`src/rtl/fetch_queue.sv`:
```
// ---------------------------------------------------------------------------
// fetch_queue
//
// Instruction-fetch front end. It issues sequential reads to an instruction
// memory with a fixed read latency, tracks the reads in flight, and buffers
// the returned words in a circular queue. Decode takes the words through a
// valid/ready handshake. A branch redirect (flush) empties the queue, kills
// every read in flight and restarts fetch at the redirect target.
//
// Ports:
//   iw_clk        clock, all state updates on the rising edge
//   iw_rst_n      synchronous reset, active low
//   ow_mem_addr   memory read address (the current fetch PC, registered)
//   ow_mem_re     read issue strobe (combinational: credit, flush, reset)
//   iw_mem_rdata  read data, valid MEM_LAT cycles after issue
//   iw_flush      redirect request
//   iw_flush_pc   redirect target
//   ow_valid      queue head holds an instruction
//   iw_ready      decode accepts the head this cycle
//   ow_instr      head instruction word
//   ow_pc         PC of the head instruction
//   ow_count      queue occupancy (reads in flight are not counted)
// ---------------------------------------------------------------------------
module fetch_queue #(
  parameter int                ADDR_W   = 24,
  parameter int                DATA_W   = 24,
  parameter int                DEPTH    = 4,
  parameter int                MEM_LAT  = 1,
  parameter logic [ADDR_W-1:0] RESET_PC = '0
) (
  input  logic                     iw_clk,
  input  logic                     iw_rst_n,
  output logic [ADDR_W-1:0]        ow_mem_addr,
  output logic                     ow_mem_re,
  input  logic [DATA_W-1:0]        iw_mem_rdata,
  input  logic                     iw_flush,
  input  logic [ADDR_W-1:0]        iw_flush_pc,
  output logic                     ow_valid,
  input  logic                     iw_ready,
  output logic [DATA_W-1:0]        ow_instr,
  output logic [ADDR_W-1:0]        ow_pc,
  output logic [$clog2(DEPTH):0]   ow_count
);

  localparam int PTR_W = $clog2(DEPTH);
  localparam int CNT_W = PTR_W + 1;
  // Wide enough for count + reads in flight without overflow.
  localparam int SUM_W = $clog2(DEPTH + MEM_LAT + 1) + 1;

  // Fetch PC and in-flight tracking.
  logic [ADDR_W-1:0] fetch_pc;
  logic              slot_live [MEM_LAT];
  logic [ADDR_W-1:0] slot_pc   [MEM_LAT];

  // Queue storage and bookkeeping.
  logic [DATA_W-1:0] q_instr [DEPTH];
  logic [ADDR_W-1:0] q_pc    [DEPTH];
  logic [PTR_W-1:0]  rd_ptr;
  logic [PTR_W-1:0]  wr_ptr;
  logic [PTR_W-1:0]  rd_ptr_nxt;
  logic [CNT_W-1:0]  count;
  logic [CNT_W-1:0]  count_kept;
  logic [CNT_W-1:0]  count_nxt;

  logic [SUM_W-1:0]  live_cnt;
  logic [SUM_W-1:0]  credit_use;
  logic              pop;
  logic              deq;
  logic              enq;
  logic              issue;
  logic [DATA_W-1:0] head_instr_nxt;
  logic [ADDR_W-1:0] head_pc_nxt;

  always_comb begin
    live_cnt = '0;
    for (int i = 0; i < MEM_LAT; i++) begin
      live_cnt = live_cnt + SUM_W'(slot_live[i]);
    end
  end

  // pop is the raw handshake; a flush voids it, so only deq moves the queue.
  assign pop = ow_valid & iw_ready;
  assign deq = pop & ~iw_flush;
  // Returns for reads killed by a flush (or landing in the flush cycle) are dropped.
  assign enq = slot_live[MEM_LAT-1] & ~iw_flush;

  // Credit: every live read already has a queue entry reserved, so issuing
  // can never overflow the queue.
  assign credit_use = SUM_W'(count) + live_cnt - SUM_W'(pop);
  assign issue      = iw_rst_n & ~iw_flush & (credit_use < SUM_W'(DEPTH));

  assign ow_mem_re   = issue;
  assign ow_mem_addr = fetch_pc;
  assign ow_count    = count;

  // Next head: if the queue would otherwise be empty the word landing this
  // cycle becomes the head; otherwise the stored entry at the new read pointer.
  always_comb begin
    count_kept = count - CNT_W'(deq);
    rd_ptr_nxt = rd_ptr + PTR_W'(deq);
    count_nxt  = count_kept + CNT_W'(enq);
    if (count_kept == '0) begin
      head_instr_nxt = iw_mem_rdata;
      head_pc_nxt    = slot_pc[MEM_LAT-1];
    end else begin
      head_instr_nxt = q_instr[rd_ptr_nxt];
      head_pc_nxt    = q_pc[rd_ptr_nxt];
    end
  end

  always_ff @(posedge iw_clk) begin
    if (!iw_rst_n) begin
      fetch_pc <= RESET_PC;
      for (int i = 0; i < MEM_LAT; i++) begin
        slot_live[i] <= 1'b0;
      end
      rd_ptr   <= '0;
      wr_ptr   <= '0;
      count    <= '0;
      ow_valid <= 1'b0;
      ow_instr <= '0;
      ow_pc    <= '0;
    end else begin
      if (iw_flush) begin
        fetch_pc <= iw_flush_pc;
      end else if (issue) begin
        fetch_pc <= fetch_pc + ADDR_W'(1);
      end

      slot_live[0] <= issue;
      for (int i = 1; i < MEM_LAT; i++) begin
        slot_live[i] <= slot_live[i-1] & ~iw_flush;
      end

      if (iw_flush) begin
        rd_ptr   <= '0;
        wr_ptr   <= '0;
        count    <= '0;
        ow_valid <= 1'b0;
      end else begin
        rd_ptr   <= rd_ptr_nxt;
        wr_ptr   <= wr_ptr + PTR_W'(enq);
        count    <= count_nxt;
        ow_valid <= (count_nxt != '0);
        if (count_nxt != '0) begin
          ow_instr <= head_instr_nxt;
          ow_pc    <= head_pc_nxt;
        end
      end
    end
  end

  // Datapath storage carries no reset; the live bits and pointers qualify it.
  always_ff @(posedge iw_clk) begin
    slot_pc[0] <= fetch_pc;
    for (int i = 1; i < MEM_LAT; i++) begin
      slot_pc[i] <= slot_pc[i-1];
    end
    if (enq) begin
      q_instr[wr_ptr] <= iw_mem_rdata;
      q_pc[wr_ptr]    <= slot_pc[MEM_LAT-1];
    end
  end

  a_no_overflow: assert property (@(posedge iw_clk) disable iff (!iw_rst_n)
    !(enq && !deq && count == CNT_W'(DEPTH)));

endmodule

```
`config.mk`:
```
export PLATFORM = sky130hd
export DESIGN_NAME = fetch_queue
export DESIGN_NICKNAME = d
export VERILOG_FILES = /design/src/rtl/fetch_queue.sv
export SDC_FILE = /design/constraint.sdc
export NUM_CORES = 1
export LEC_CHECK = 0
export ABC_AREA = 1
export CAP_MARGIN = 5
export CORE_AREA = 2 2 145 147
export CTS_BUF_LIST = sky130_fd_sc_hd__clkbuf_4 sky130_fd_sc_hd__clkbuf_8 sky130_fd_sc_hd__clkbuf_16
export DETAILED_ROUTE_END_ITERATION = 8
export DIE_AREA = 0 0 147 149
export GPL_TIMING_DRIVEN = 0
export PLACE_DENSITY_LB_ADDON = 0.2
export SLEW_MARGIN = 10
export SYNTH_ARGS = -nofsm -noshare
export SYNTH_HDL_FRONTEND = slang
export SYNTH_SLANG_ARGS = --single-unit
```
`constraint.sdc`:
```
create_clock -name iw_clk -period 10.95 [get_ports iw_clk]
set_input_delay 3.285 -clock iw_clk [delete_from_list [all_inputs] [get_ports iw_clk]]
set_output_delay 3.285 -clock iw_clk [all_outputs]
set_load 0.1 [all_outputs]
```
* Word-level counts from Yosys, hierarchy flattened *
Memories as Yosys holds them, arrays and structs flattened.
Cells that the tools add are included.

storage, ports and cells
  memories kept = 4
  register bits = 80
  memory bits (writable) = 217
  word-level logic and storage cells = 42
  bits of input ports = 52
  output and inout port bits = 77

memories
  memory     words  bits a word  read ports  clocked after Yosys merged registers in  write ports  line  RTL
  q_instr    4      24           1           0                                        1            56    logic [DATA_W-1:0] q_instr [DEPTH];
  q_pc       4      24           1           0                                        1            57    logic [ADDR_W-1:0] q_pc [DEPTH];
  slot_pc    1      24           1           0                                        1            53    logic [ADDR_W-1:0] slot_pc [MEM_LAT];
  slot_live  1      1            1           0                                        1            52    logic slot_live [MEM_LAT];

cells by class
  order comparisons = 1
  add/sub/neg operators = 7
  reduce and logical (&&, ||, !) cells = 6
  bitwise gates (word level) = 7
  multiplexer cells = 10

operators by type and width
  kind                     number
  $mux W24                 4
  $add A24 B1 Y24 const B  1
  $mux W1                  6
  $and A1 B1 Y1            5
  $add A2 B1 Y2            2
  $add A3 B1 Y4            1
  $lt A4 B3 Y1 const B     1
  $sub A4 B1 Y4            1
  $add A3 B1 Y3            1
  $logic_not A3 Y1         1
  $reduce_bool A3 Y1       1
  $sub A3 B1 Y3            1
  $not A1 Y1               2
  $reduce_and A2 Y1        1
  $reduce_bool A2 Y1       1
  $reduce_or A2 Y1         1
  $reduce_or A1 Y1         1

* Depth between registers and ports, before layout *
An unclocked memory read counts as a cell.

  depth in word-level cells = 7
  depth in mapped cells = 16
  gate-level depth less buffers = 15

* Worst setup path before layout *
OpenSTA, ideal clock, no wires.

  path type = input -> output
  from = in iw_ready
  to = out ow_mem_re
  stages on the path = 9
  path buffers = 0
  data required time = 7.665 ns
  arrival time = 5.112 ns
  setup slack = 2.553 ns
  cells stage by stage = nand2_1 > inv_1 > ha_1 > inv_1 > ha_1 > nand3_1 > nand3_1 > nand3_1 > nor2_2

on the way
  longest elaborated chain between the ends = 4

RTL lines
  item             line  RTL
  start, declared  39    input logic iw_ready,
  $and A1 B1 Y1    82    assign pop = ow_valid & iw_ready;
  $sub A4 B1 Y4    89    assign credit_use = SUM_W'(count) + live_cnt - SUM_W'(pop);
  $lt A4 B3 Y1     90    assign issue = iw_rst_n & ~iw_flush & (credit_use < SUM_W'(DEPTH));
  $and A1 B1 Y1    90
  end, declared    34    output logic ow_mem_re,

No other way between the ends.

* Final worst setup path *
Ends and elaborated chain as after synthesis.

==> results.cfg <==
[routing]
routed_via_density = 5.48
vias = 9641
met3_length_mm = 2.70
dr.pass1.iters = 6
ant_nets = 0
drt-total-wl_mm = 30.0
m1WireLength_mm = 11.8
first_iter_violations = 818
drc = 0
met2_length_mm = 14.7
wire_per_inst_um = 17.1
routed.top_layer = met4

[clock_network]
clkLatencyLatePin_ns = 0.53
cts.sinks = 297
cts-hold-fix-buffers = 0
ctsRootBufferMaster = clkbuf_16
ctsResizeCount = 0
post-cts-setup-buffers = 0
h-tree-depth = 1
path_clk_slew_ns = 0.06
cts_tree = done
clockBufferDepth = 3
numCtsBuffers = 28

[cells_and_area]
areaGrowthSynthToFinish_pct = 22.9
fillCellCount = 1516
instances_no_fill = 1759
layout_common_cells = nand2_1 (328), edfxtp_1 (192), nand3_1 (175)
regArea_um2 = 7870
drive_gt1_share_pct = 8.09
nNetsFinal = 1524
multi_input_area_um2 = 3680
n_antenna_cell = 0
mostFrequentLayoutCell = nand2_1

[job]
maxCapViolations = 0

[worst_setup_path]
path_max_fanout = 8
crit_required_ns = 7.67
cp-end-kind = output pin
crit_path_start_kind = input pin
crit_arrival_ns = 6.28
crit_type = in2out

[logic_synthesis]
ys_ff_latch = 297
synth.distinct_cells = 31
synthCells = 1283
synthesis.nets = 1345
yosys_warnings = 0
syn_area_um2 = 12200
syn_avg_cell_area_um2 = 9.54
yosysSeqAreaShare_pct = 64.3

[placed_design]
dp_cells = 1707
dp_hpwl_mm = 20.7
globalplace.congestion = 0.987
io_buffers = 127

[global_routing]
grt_usage_pct = 27.3
grt_pass1_wl_mm = 47.1
overflow = 0
antenna_found_initial = 0
grt_pass1_vias = 9356
grt_max_degree = 16

[floorplanning]
row_count = 53
boundaryPins = 129
initial_utilization_pct = 59.5
die_h_um = 149
die_w_um = 147
core_area_um2 = 20600
die_area_um2 = 21900

[sta]
grt_setup_unrepaired = no
relSlewSlack_pct = 33.5
finalSetupTns_ns = 0
tightest_slew_ns = 0.994
timing.fmax_mhz = 105
period_share_pct = 87.3
finalSetupViolations = 0
maxSlewViolCount = 0
post-route-min-period_ns = 9.56
hold_viol_final = 0
finClkSkew_ns = 0.00933

[status]
outcome = finished clean

[power]
leakagePower_nw = 5.66
peakVddDrop_mv = 0.112
power_mw = 2.57
cellPowerDensity_nw_per_um2 = 171

[hold_path]
hp-class = reg2reg
[per-layer routing]
layer | track usage (%) | vias to the layer above
li1 | - | 4631
met1 | 34.9 | 4474
met2 | 47.3 | 476
met3 | 4.43 | 60
met4 | 10.7 | 0
met5 | 0 | -
[power breakdown]
group / internal, mW / leakage [nW] / switching, mW
Sequential: 1.23 / 2.61 / 0.0284
Clock: 0.578 / 0.484 / 0.397
Combinational: 0.0912 / 2.56 / 0.249
Total: 1.89 / 5.66 / 0.674
[state kept, by name, indices dropped and copies added, names as in the netlist]
name         count
q_instr         96
q_pc            96
ow_instr        24
ow_mem_addr     24
ow_pc           24
slot_pc         24
ow_count         3
rd_ptr           2
wr_ptr           2
ow_valid         1
slot_live        1
[logic make-up after synthesis]
group	after synthesis	synth area share, %
and+or+nand+nor	666	22.6
DFF	297	64.3
buffers and inverters	165	5.77
AOI/OAI and AO/OA	141	5.93
adders and majority gates	10	1.02
xor gates and xnor gates	4	0.409
[Yosys cell counts]
cell      number  area, um^2
nor2_2         4        25.0
nor3_1         8        40.0
nand2_1      328        1230
a21oi_1       27         135
clkbuf_4       1        7.51
buf_2         17        85.1
inv_1         94         353
buf_1          3        11.3
xnor2_1        1        8.76
buf_6          6        67.6
clkbuf_2       1        5.00
nand3_1      175         876
inv_2          4        15.0
nor2_1       144         541
nand2_2        3        18.8
a22oi_1        3        22.5
o21bai_1       2        15.0
dfxtp_1      105        2100
o21a_1         1        7.51
o21ai_0       98         490
ha_1          10         125
or2_0          1        6.26
a21boi_0       2        15.0
nand3_2        1        10.0
xnor2_2        2        32.5
o21ai_1        8        40.0
nand4_1        2        12.5
clkbuf_1      35         131
edfxtp_1     192        5770
buf_4          4        30.0
xor2_1         1        8.76
[metrics by stage]
step           hold WS, ns  worst slack (ns)  util, %  area (um^2)
6_report             0.437              1.39     73.1        15000
3_5_place_dp         0.421              1.38     68.5        14100
3_3_place_gp         0.433             0.460     67.4        13800
4_1_cts              0.433              1.38     73.1        15000
5_1_grt              0.450              1.17     73.1        15000
2_1_floorplan        0.460              2.55        -        12200
[critical path: stages]
cell and delay [ns]:
clkdlybuf4s50_1 0.45, nand2_1 0.07, inv_1 0.07, ha_1 0.14
inv_1 0.04, ha_1 0.29, nand3_1 0.10, nand2_1 0.05
nand2_1 0.05, nand3_1 0.11, nor2_2 0.39, clkdlybuf4s50_1 1.22
[worst paths after layout]
path | depth (start not counted) | endpoint | from | slack, ns
worst max-delay path | 12 | ow_mem_re | iw_ready | 1.39
worst min-delay path | 0 | slot_pc[0][8]$_DFF_P_ | ow_mem_addr[8]$_SDFFE_PN0P_ | 0.44
worst max register to register | 11 | ow_pc[15]$_SDFFE_PN0P_ | ow_valid$_SDFF_PP0_ | 8.18
worst min register to register | 0 | slot_pc[0][8]$_DFF_P_ | ow_mem_addr[8]$_SDFFE_PN0P_ | 0.44
[layout make-up]
class,instances,area share [%]
Buffer,67,2.25
Clock buffer,42,5.84
Clock inverter,10,0.533
Inverter,98,2.45
Multi-Input combinational cell,821,24.5
Sequential cell,297,52.3
Tap cell,275,2.29
Timing Repair Buffer,149,9.83
(Power assumes the default switching activity.)
